$ cat src/rtl/axis_tx_packetizer_if.sv
// rtl/axis_tx_packetizer_if.sv - block-input and AXI4-Stream output bundle of axis_tx_packetizer
interface axis_tx_packetizer_if;
  logic         encryp_decryp;
  logic         in_valid;
  logic         in_ready;
  logic [255:0] in_key;
  logic [63:0]  in_nonce;
  logic [63:0]  in_counter;
  logic [511:0] in_data;
  logic         m_axis_ready;
  logic         m_axis_valid;
  logic [31:0]  m_axis_data;
  logic         m_axis_last;
  logic         busy;

  // Packetizer side: consumes blocks, drives the stream.
  modport slave (
    input  encryp_decryp, in_valid, in_key, in_nonce, in_counter, in_data, m_axis_ready,
    output in_ready, m_axis_valid, m_axis_data, m_axis_last, busy
  );

  // Environment side: offers blocks, sinks the stream.
  modport master (
    output encryp_decryp, in_valid, in_key, in_nonce, in_counter, in_data, m_axis_ready,
    input  in_ready, m_axis_valid, m_axis_data, m_axis_last, busy
  );
endinterface

$ cat src/rtl/axis_tx_packetizer.sv
// rtl/axis_tx_packetizer.sv - serializes a ChaCha block (+ optional key/nonce/counter header) onto 32-bit AXI4-Stream
// Define AXIS_TX_PACKETIZER_PREFETCH_EN for a one-deep staging register and zero-gap packets.
module axis_tx_packetizer (
  input  logic                axis_clk,
  input  logic                axis_reset_n,
  axis_tx_packetizer_if.slave bus
);
  typedef enum logic [1:0] {IDLE, HDR, DATA} state_t;

  state_t       state_q, state_d;
  logic [4:0]   idx_q, idx_d;
  logic         mode_q;
  logic [255:0] key_q;
  logic [63:0]  nonce_q;
  logic [63:0]  counter_q;
  logic [511:0] data_q;

  logic         accept;
  logic         beat;
  logic         is_last;
  logic         ld_in;
  logic [3:0]   hidx;
  logic [3:0]   didx;
  logic [511:0] hdr_w;
  logic [31:0]  hdr_word;
  logic [31:0]  data_word;

`ifdef AXIS_TX_PACKETIZER_PREFETCH_EN
  logic         stg_full_q;
  logic         stg_mode_q;
  logic [255:0] stg_key_q;
  logic [63:0]  stg_nonce_q;
  logic [63:0]  stg_counter_q;
  logic [511:0] stg_data_q;
  logic         ld_stg;
  logic         stg_wr;

  assign bus.in_ready = axis_reset_n & ~stg_full_q;
`else
  assign bus.in_ready = axis_reset_n & (state_q == IDLE);
`endif

  assign accept = bus.in_valid & bus.in_ready;
  assign beat   = bus.m_axis_valid & bus.m_axis_ready;

  // Header padded to 512 bits so both selects share one 4-bit word index.
  assign hdr_w     = {key_q, nonce_q, counter_q, 128'd0};
  assign hidx      = idx_q[3:0];
  assign didx      = mode_q ? idx_q[3:0] : (idx_q[3:0] - 4'd12);
  assign hdr_word  = hdr_w[{4'd15 - hidx, 5'd0} +: 32];
  assign data_word = data_q[{4'd15 - didx, 5'd0} +: 32];
  assign is_last   = (state_q == DATA) && (didx == 4'd15);

  assign bus.m_axis_valid = (state_q != IDLE);
  assign bus.busy         = (state_q != IDLE);
  assign bus.m_axis_last  = is_last;
  assign bus.m_axis_data  = (state_q == HDR)  ? hdr_word  :
                            (state_q == DATA) ? data_word : 32'd0;

  always_comb begin
    state_d = state_q;
    idx_d   = idx_q;
    ld_in   = 1'b0;
`ifdef AXIS_TX_PACKETIZER_PREFETCH_EN
    ld_stg  = 1'b0;
    stg_wr  = 1'b0;
`endif
    case (state_q)
      IDLE: begin
        if (accept) begin
          ld_in   = 1'b1;
          idx_d   = 5'd0;
          state_d = bus.encryp_decryp ? DATA : HDR;
        end
      end
      HDR: begin
        if (beat) begin
          idx_d = idx_q + 5'd1;
          if (idx_q == 5'd11) state_d = DATA;
        end
      end
      DATA: begin
        if (beat) begin
          if (is_last) begin
            idx_d   = 5'd0;
            state_d = IDLE;
`ifdef AXIS_TX_PACKETIZER_PREFETCH_EN
            if (stg_full_q) begin
              ld_stg  = 1'b1;
              state_d = stg_mode_q ? DATA : HDR;
            end else if (accept) begin
              ld_in   = 1'b1;
              state_d = bus.encryp_decryp ? DATA : HDR;
            end
`endif
          end else begin
            idx_d = idx_q + 5'd1;
          end
        end
      end
      default: state_d = IDLE;
    endcase
`ifdef AXIS_TX_PACKETIZER_PREFETCH_EN
    // Blocks accepted while a packet is streaming wait in staging.
    stg_wr = accept & ~ld_in;
`endif
  end

  always_ff @(posedge axis_clk) begin
    if (!axis_reset_n) begin
      state_q   <= IDLE;
      idx_q     <= 5'd0;
      mode_q    <= 1'b0;
      key_q     <= '0;
      nonce_q   <= '0;
      counter_q <= '0;
      data_q    <= '0;
    end else begin
      state_q <= state_d;
      idx_q   <= idx_d;
      if (ld_in) begin
        mode_q    <= bus.encryp_decryp;
        key_q     <= bus.in_key;
        nonce_q   <= bus.in_nonce;
        counter_q <= bus.in_counter;
        data_q    <= bus.in_data;
      end
`ifdef AXIS_TX_PACKETIZER_PREFETCH_EN
      else if (ld_stg) begin
        mode_q    <= stg_mode_q;
        key_q     <= stg_key_q;
        nonce_q   <= stg_nonce_q;
        counter_q <= stg_counter_q;
        data_q    <= stg_data_q;
      end
`endif
    end
  end

`ifdef AXIS_TX_PACKETIZER_PREFETCH_EN
  always_ff @(posedge axis_clk) begin
    if (!axis_reset_n) begin
      stg_full_q    <= 1'b0;
      stg_mode_q    <= 1'b0;
      stg_key_q     <= '0;
      stg_nonce_q   <= '0;
      stg_counter_q <= '0;
      stg_data_q    <= '0;
    end else if (stg_wr) begin
      stg_full_q    <= 1'b1;
      stg_mode_q    <= bus.encryp_decryp;
      stg_key_q     <= bus.in_key;
      stg_nonce_q   <= bus.in_nonce;
      stg_counter_q <= bus.in_counter;
      stg_data_q    <= bus.in_data;
    end else if (ld_stg) begin
      stg_full_q    <= 1'b0;
    end
  end
`endif
endmodule

$ cat src/flat_wrapper.sv
// flat-port wrapper written by rule: the top's interface ports become plain ports
module axis_tx_packetizer_flat 
  (axis_clk, axis_reset_n, bus_encryp_decryp, bus_in_valid, bus_in_key, bus_in_nonce, bus_in_counter, bus_in_data, bus_m_axis_ready, bus_in_ready, bus_m_axis_valid, bus_m_axis_data, bus_m_axis_last, bus_busy);
  axis_tx_packetizer_if bus_i ();
  input  logic axis_clk;
  input  logic axis_reset_n;
  input wire logic [$bits(bus_i.encryp_decryp)-1:0] bus_encryp_decryp;
  input wire logic [$bits(bus_i.in_valid)-1:0] bus_in_valid;
  input wire logic [$bits(bus_i.in_key)-1:0] bus_in_key;
  input wire logic [$bits(bus_i.in_nonce)-1:0] bus_in_nonce;
  input wire logic [$bits(bus_i.in_counter)-1:0] bus_in_counter;
  input wire logic [$bits(bus_i.in_data)-1:0] bus_in_data;
  input wire logic [$bits(bus_i.m_axis_ready)-1:0] bus_m_axis_ready;
  output wire logic [$bits(bus_i.in_ready)-1:0] bus_in_ready;
  output wire logic [$bits(bus_i.m_axis_valid)-1:0] bus_m_axis_valid;
  output wire logic [$bits(bus_i.m_axis_data)-1:0] bus_m_axis_data;
  output wire logic [$bits(bus_i.m_axis_last)-1:0] bus_m_axis_last;
  output wire logic [$bits(bus_i.busy)-1:0] bus_busy;
  assign bus_i.encryp_decryp = bus_encryp_decryp;
  assign bus_i.in_valid = bus_in_valid;
  assign bus_i.in_key = bus_in_key;
  assign bus_i.in_nonce = bus_in_nonce;
  assign bus_i.in_counter = bus_in_counter;
  assign bus_i.in_data = bus_in_data;
  assign bus_i.m_axis_ready = bus_m_axis_ready;
  assign bus_in_ready = bus_i.in_ready;
  assign bus_m_axis_valid = bus_i.m_axis_valid;
  assign bus_m_axis_data = bus_i.m_axis_data;
  assign bus_m_axis_last = bus_i.m_axis_last;
  assign bus_busy = bus_i.busy;
  axis_tx_packetizer u_core (.axis_clk(axis_clk), .axis_reset_n(axis_reset_n), .bus(bus_i));
endmodule
$ cat config.mk
export PLATFORM = sky130hd
export DESIGN_NAME = axis_tx_packetizer_flat
export DESIGN_NICKNAME = d
export VERILOG_FILES = /design/src/rtl/axis_tx_packetizer_if.sv /design/src/rtl/axis_tx_packetizer.sv /design/src/flat_wrapper.sv
export SDC_FILE = /design/constraint.sdc
export NUM_CORES = 1
export LEC_CHECK = 0
export ABC_CLOCK_PERIOD_IN_PS = 3300
export CORE_AREA = 3 3 363 365
export DETAILED_ROUTE_END_ITERATION = 7
export DIE_AREA = 0 0 366 368
export GPL_ROUTABILITY_DRIVEN = 1
export MAX_ROUTING_LAYER = met4
export PLACE_DENSITY = 0.5
export SYNTH_ARGS = -nofsm -noshare
export SYNTH_HDL_FRONTEND = slang
export SYNTH_SLANG_ARGS = --single-unit
$ cat constraint.sdc
create_clock -name axis_clk -period 3.3 [get_ports axis_clk]
set_input_delay 0.495 -clock axis_clk [delete_from_list [all_inputs] [get_ports axis_clk]]
set_output_delay 0.495 -clock axis_clk [all_outputs]
set_load 0.02 [all_outputs]
# [After elaboration in Yosys (flattened, before gate mapping)]
# Index checks and enable logic that the tools add are counted.
[word_totals] ff_bits=904 in_bits=901 output_inout_bits=36 wordCells=48
[classes] n_addsub=4 n_eq_ne=9 shift=2 muxes=17 bitwise_logic=3 reduce_logical=6
[op_table] cell="512-bit by 10-bit variable part select with 32-bit output" n=2
[op_table] cell="32-bit two-way mux" n=2
[op_table] cell="5-bit two-way mux" n=4
[op_table] cell="5-bit one-hot mux with 3 select lines" n=1
[op_table] cell="2-bit two-way mux" n=6
[op_table] cell="4-bit subtractor, first input constant" n=2
[op_table] cell="2-bit by 1-bit inequality test with 1-bit output, second input constant" n=3
[op_table] cell="2-bit one-hot mux with 3 select lines" n=1
[op_table] cell="5-bit by 1-bit adder with 5-bit output, second input constant" n=1
[op_table] cell="5-bit by 4-bit equality test with 1-bit output, second input constant" n=1
[op_table] cell="5-bit AND reduction" n=1
[op_table] cell="4-bit equality test, second input constant" n=1
[op_table] cell="4-bit two-way mux" n=1
[op_table] cell="2-bit inequality test, second input constant" n=2
[op_table] cell="4-bit AND reduction" n=1
[op_table] cell="4-bit subtractor, second input constant" n=1
[op_table] cell="1-bit AND" n=3
[op_table] cell="3-bit nonzero test" n=1
[op_table] cell="2-bit by 1-bit equality test with 1-bit output, second input constant" n=1
[op_table] cell="2-bit equality test, second input constant" n=1
[op_table] cell="2-bit zero test" n=1
[op_table] cell="1-bit two-way mux" n=2
[op_table] cell="2-bit nonzero test" n=1
[op_table] cell="1-bit logical AND" n=1

# [Depth between registers and ports, before layout]
# Gate-level depths: netlist (run 1).
[depth] word_depth=7 ltp_mapped=10

# [Least setup slack after synthesis (run 1)]
# No wires, ideal clock.
[synth_path] path_type="reg2out" startpoint="reg u_core.idx_q[2]" endpoint="out bus_m_axis_data[10]" t_arrival_ns=1.999 t_required_ns=2.805 setup_slack_ns=0.806 stages_incl_launch_ff=11 path_buffers=3 path_cell_list="dfxtp_1 buf_2 inv_1 ha_1 nor3_1 or2_1 clkbuf_1 clkbuf_1 a22oi_1 nand2_1 a22o_1"
[synth_between] elab_chain_cells=6
[synth_lines] element="start: declaration" line="axis_tx_packetizer.sv:11" source="logic [4:0] idx_q, idx_d;"
[synth_lines] element="start signal: assignment" line="axis_tx_packetizer.sv:120" source="idx_q <= idx_d;"
[synth_lines] element="4-bit subtractor" line="axis_tx_packetizer.sv:49" source="assign didx = mode_q ? idx_q[3:0] : (idx_q[3:0] - 4'd12);"
[synth_lines] element="4-bit two-way mux" line="axis_tx_packetizer.sv:49"
[synth_lines] element="4-bit subtractor" line="axis_tx_packetizer.sv:51" source="assign data_word = data_q[{4'd15 - didx, 5'd0} +: 32];"
[synth_lines] element="512-bit by 10-bit variable part select with 32-bit output" line="axis_tx_packetizer.sv:51"
[synth_lines] element="32-bit two-way mux" line="axis_tx_packetizer.sv:58" source="(state_q == DATA) ? data_word : 32'd0;"
[synth_lines] element="32-bit two-way mux *" line="axis_tx_packetizer.sv:57" source="assign bus.m_axis_data = (state_q == HDR) ? hdr_word :"
[synth_lines] element="end: declaration" line="flat_wrapper.sv:16" source="output wire logic [$bits(bus_i.m_axis_data)-1:0] bus_m_axis_data;"
# Mark *: on every way between the ends. The rest lies on a longest branch, timed or not.

# [Worst setup path in the final report (run 1)]
[layout_path] startpoint="reg u_core.idx_q[0]" endpoint="out bus_m_axis_data[27]"
# Same word-level chain as after synthesis.

==> results of run 1 <==
-- worst register-to-register path: cells and delay by family, from the launching register on --
family / cells / cell delay [ns]
AOI/OAI and AO/OA: 2 / 0.45
adders and majority gates: 1 / 0.67
buffers and inverters: 1 / 0.49
DFF: 1 / 0.40
and+or+nand+nor: 1 / 0.29
-- through the flow --
step / setup TNS (ns) / setup WS [ns] / hold slack [ns]
after floorplan: 0 / 0.8064 / 0.4328
after global placement: -0.1860 / -0.06471 / 0.4414
after detailed placement: -0.1295 / -0.07182 / 0.4469
after CTS: -5.997 / -0.2552 / 0.1569
after global routing: -5.533 / -0.2443 / 0.1921
final: -2.795 / -0.1891 / 0.2211
-- placed cells by master, fill, tap and decap left out, types with 22 or more instances in the layout --
| cell type | n |
|---|---|
| clkbuf_16 | 110 |
| clkdlybuf4s50_1 | 902 |
| clkbuf_8 | 25 |
| buf_12 | 58 |
| buf_6 | 57 |
| mux4_2 | 224 |
| diode_2 | 31 |
| nand2_2 | 27 |
| buf_4 | 165 |
| nand2_1 | 1855 |
| clkinv_2 | 22 |
| o21ai_0 | 899 |
| a22oi_2 | 78 |
| dfxtp_1 | 900 |
-- how the worst min path moves through the flow --
stage | startpoint | end | slack (ns) | depth (start not counted)
after CTS | axis_reset_n | u_core.key_q[223]$_SDFFE_PN0P_ | 0.16 | 3
after global routing | axis_reset_n | u_core.key_q[159]$_SDFFE_PN0P_ | 0.19 | 3
after floorplan | u_core.data_q[160]$_SDFFE_PN0P_ | u_core.data_q[160]$_SDFFE_PN0P_ | 0.43 | 2
after detailed placement | u_core.key_q[113]$_SDFFE_PN0P_ | u_core.key_q[113]$_SDFFE_PN0P_ | 0.45 | 2
final | axis_reset_n | u_core.key_q[159]$_SDFFE_PN0P_ | 0.22 | 3
after global placement | u_core.nonce_q[49]$_SDFFE_PN0P_ | u_core.nonce_q[49]$_SDFFE_PN0P_ | 0.44 | 2
-- logic make-up after synthesis --
group           after synthesis  share of synthesized area
flops                       904                     0.4790
buf+inv                     390                    0.04418
simple gates               1918                     0.1920
compound gates             1037                     0.1477
fa+ha+maj                     7                   0.002318
mux                         225                     0.1338
xor+xnor                      4                  0.0009275
-- what timing repair did --
item,CTS,global route
gates resized for setup,250,63
endpoints found under the setup margin,32,32
gates cloned,13,4
hold endpoints to repair,0,0
pin swaps,70,32
buffers inserted,69,26
hold buffers,0,0
-- metal layers --
metal / vias to the layer above / share of wire
met5: - / 0
met4: 0 / 0.047
met3: 307 / 0.063
met2: 1373 / 0.46
met1: 17472 / 0.43
li1: 17057 / -
-- flip-flops by register name, summed over array words and instances (netlist names) --
signal	cells
u_core.mode_q	1
u_core.state_q	2
u_core.counter_q	64
u_core.nonce_q	64
u_core.data_q	512
u_core.key_q	256
u_core.idx_q	5
-- final cells by class --
cell class / instances / area share
clock buffer: 149 / 0.05513
clock inverter: 41 / 0.009004
antenna: 31 / 0.001396
inverter: 6 / 0.0004052
sequential: 904 / 0.3258
multi-input combinational: 3191 / 0.3376
timing repair buffer: 1216 / 0.2315
tap: 1742 / 0.03921
-- power by group through the flow --
stage	Sequential, W	Clock [W]	Combinational [W]
floorplan	0.0140	0	0.00514
global placement	0.0147	0	0.00916
detailed placement	0.0147	0	0.00923
CTS	0.0145	0.0123	0.0102
global route	0.0147	0.0127	0.0113
finish	0.0146	0.0121	0.0105
==> results.cfg, run 1 <==
[worst_setup_path]
cp_slowest_cell = mux4_2
reg2reg_to = u_core.idx_q[1]$_SDFFE_PN0P_
arrival_ns = 2.99
crit_path_end_kind = output port
crit_fanout = 6
cp-start-kind = flip-flop
cp-endpoint = bus_m_axis_data[27]
worstPathRequired_ns = 2.80
startpoint = u_core.idx_q[0]$_SDFFE_PN0P_
cp_cell_sequence = buf_12 -> buf_16 -> mux4_2 -> a22oi_2 -> buf_4 -> nand2_2 -> a22o_1 -> buf_6
max_stage_delay_ns = 0.59
critPathTopFamily = buffers and inverters
rrSetupSlack_ns = 0.95
regToRegStartpoint = u_core.state_q[0]$_SDFFE_PN0P_
worst-path-buf-inv = 4
path_class = reg -> out
r2r_cells = 5
cp.depth = 8

[grt]
grt-ovfl-total = 0
grt_pass1_vias = 35477
grt_antenna_before_repair = 42
grt_start_max_net_pins = 222
grtUsageMet1 = 0.3481
gr-usage-met2 = 0.4306
use_met3 = 0.05368
grt_util_all_layers = 0.2761
top_usage_layer = met2
grt_pass1_wl_mm = 261.0

[floorplanning]
io-pin-count = 937
die_width_um = 366
rows = 132
core-area_sq_mm = 0.1292
initial_core_util = 0.2925
die_h_um = 368
dieArea_sq_mm = 0.1347

[clocking]
worstSkewPairLatency_ns = 0.69
path_clk_slew_ns = 0.07
cts_buffer_depth = 3
cts_buffers = 102
cts-root-buf = clkbuf_16
clkSinkCount = 904
htreeDepth = 3
cts_tree = yes

[detailed_routing]
first_iter_violations = 3641
drc = 0
routedWlPerCell_um = 26.01
viasPerCell = 4.974
drtAntennaViolNets = 0
routed_wl_mm = 189.4
vias = 36209
dr.pass1.iters = 8

[status]
violations = negative setup slack
status = finished, violations left

[yosys]
synthesis.nets = 5393
synth_top_area_frac = 0.4790
yosysUniqueCellTypes = 32
async_flop_share = 0
synth_edf_count = 0
yosysSeqAreaShare = 0.4790
syn_avg_cell_area_sq_um = 8.423
synth_top_area_cell = dfxtp_1
synth_top_flop_cell = dfxtp_1
synthesis.area_sq_mm = 0.03778
ys_ff_latch = 904
yosysWarnings = 0
synth_area_leaders = dfxtp_1, nand2_1, mux4_2, o21ai_0, clkbuf_1
syn_inst = 4485
synth.most_common_cell = nand2_1
synth_commonest_cells = nand2_1, dfxtp_1, o21ai_0

[sta]
min_period_over_period = 1.057
period_needed_ns = 3.489
fin_ws_ns = -0.1891
relSlewSlack = 0.2419
setup_viol = 32
hold_violations = 0
tightest_slew_ns = 1.137
rsz0062_at_grt = true
max_freq_mhz = 286.6
finalMaxSlewViolations = 0
skew_ns = 0.02275

[placement]
dpl.cell_count = 6949
port_buffers = 936
gp_congestion = 0.9262
dpl_cell_area_sq_mm = 0.04957
dp_hpwl_mm = 145.2

[cells_and_area]
syn2layout_area_growth_pct = 47.13
regArea_sq_mm = 0.01811
multi_input_area_sq_mm = 0.01876
fillCellCount = 12786
final_nets = 6329
drive_above_1_share = 0.1556
utilization = 0.4304
instances_no_fill = 7280
fin_area_sq_mm = 0.05558

[worst_hold_path]
hold_class = in -> reg

[power]
p_clk_frac = 0.326
p_sw_frac = 0.3190
p_comb_frac = 0.283
p_leak_nw = 20.20
p_total_w = 0.03718
seqPwrFrac = 0.392
p_int_w = 0.02532
p_per_area_mw_per_mm2 = 669.0
net-switching-power_w = 0.01186
peakVddDrop_mv = 0.4322

[run]
drv_cap = 0
Power figures use the tool's default switching activity.
==> inputs of run 2 (changes only) <==
- HOLD_SLACK_MARGIN: default -> 0.1
==> results of run 2 <==
Final layout, timing and power as in run 1 (identical DEF).
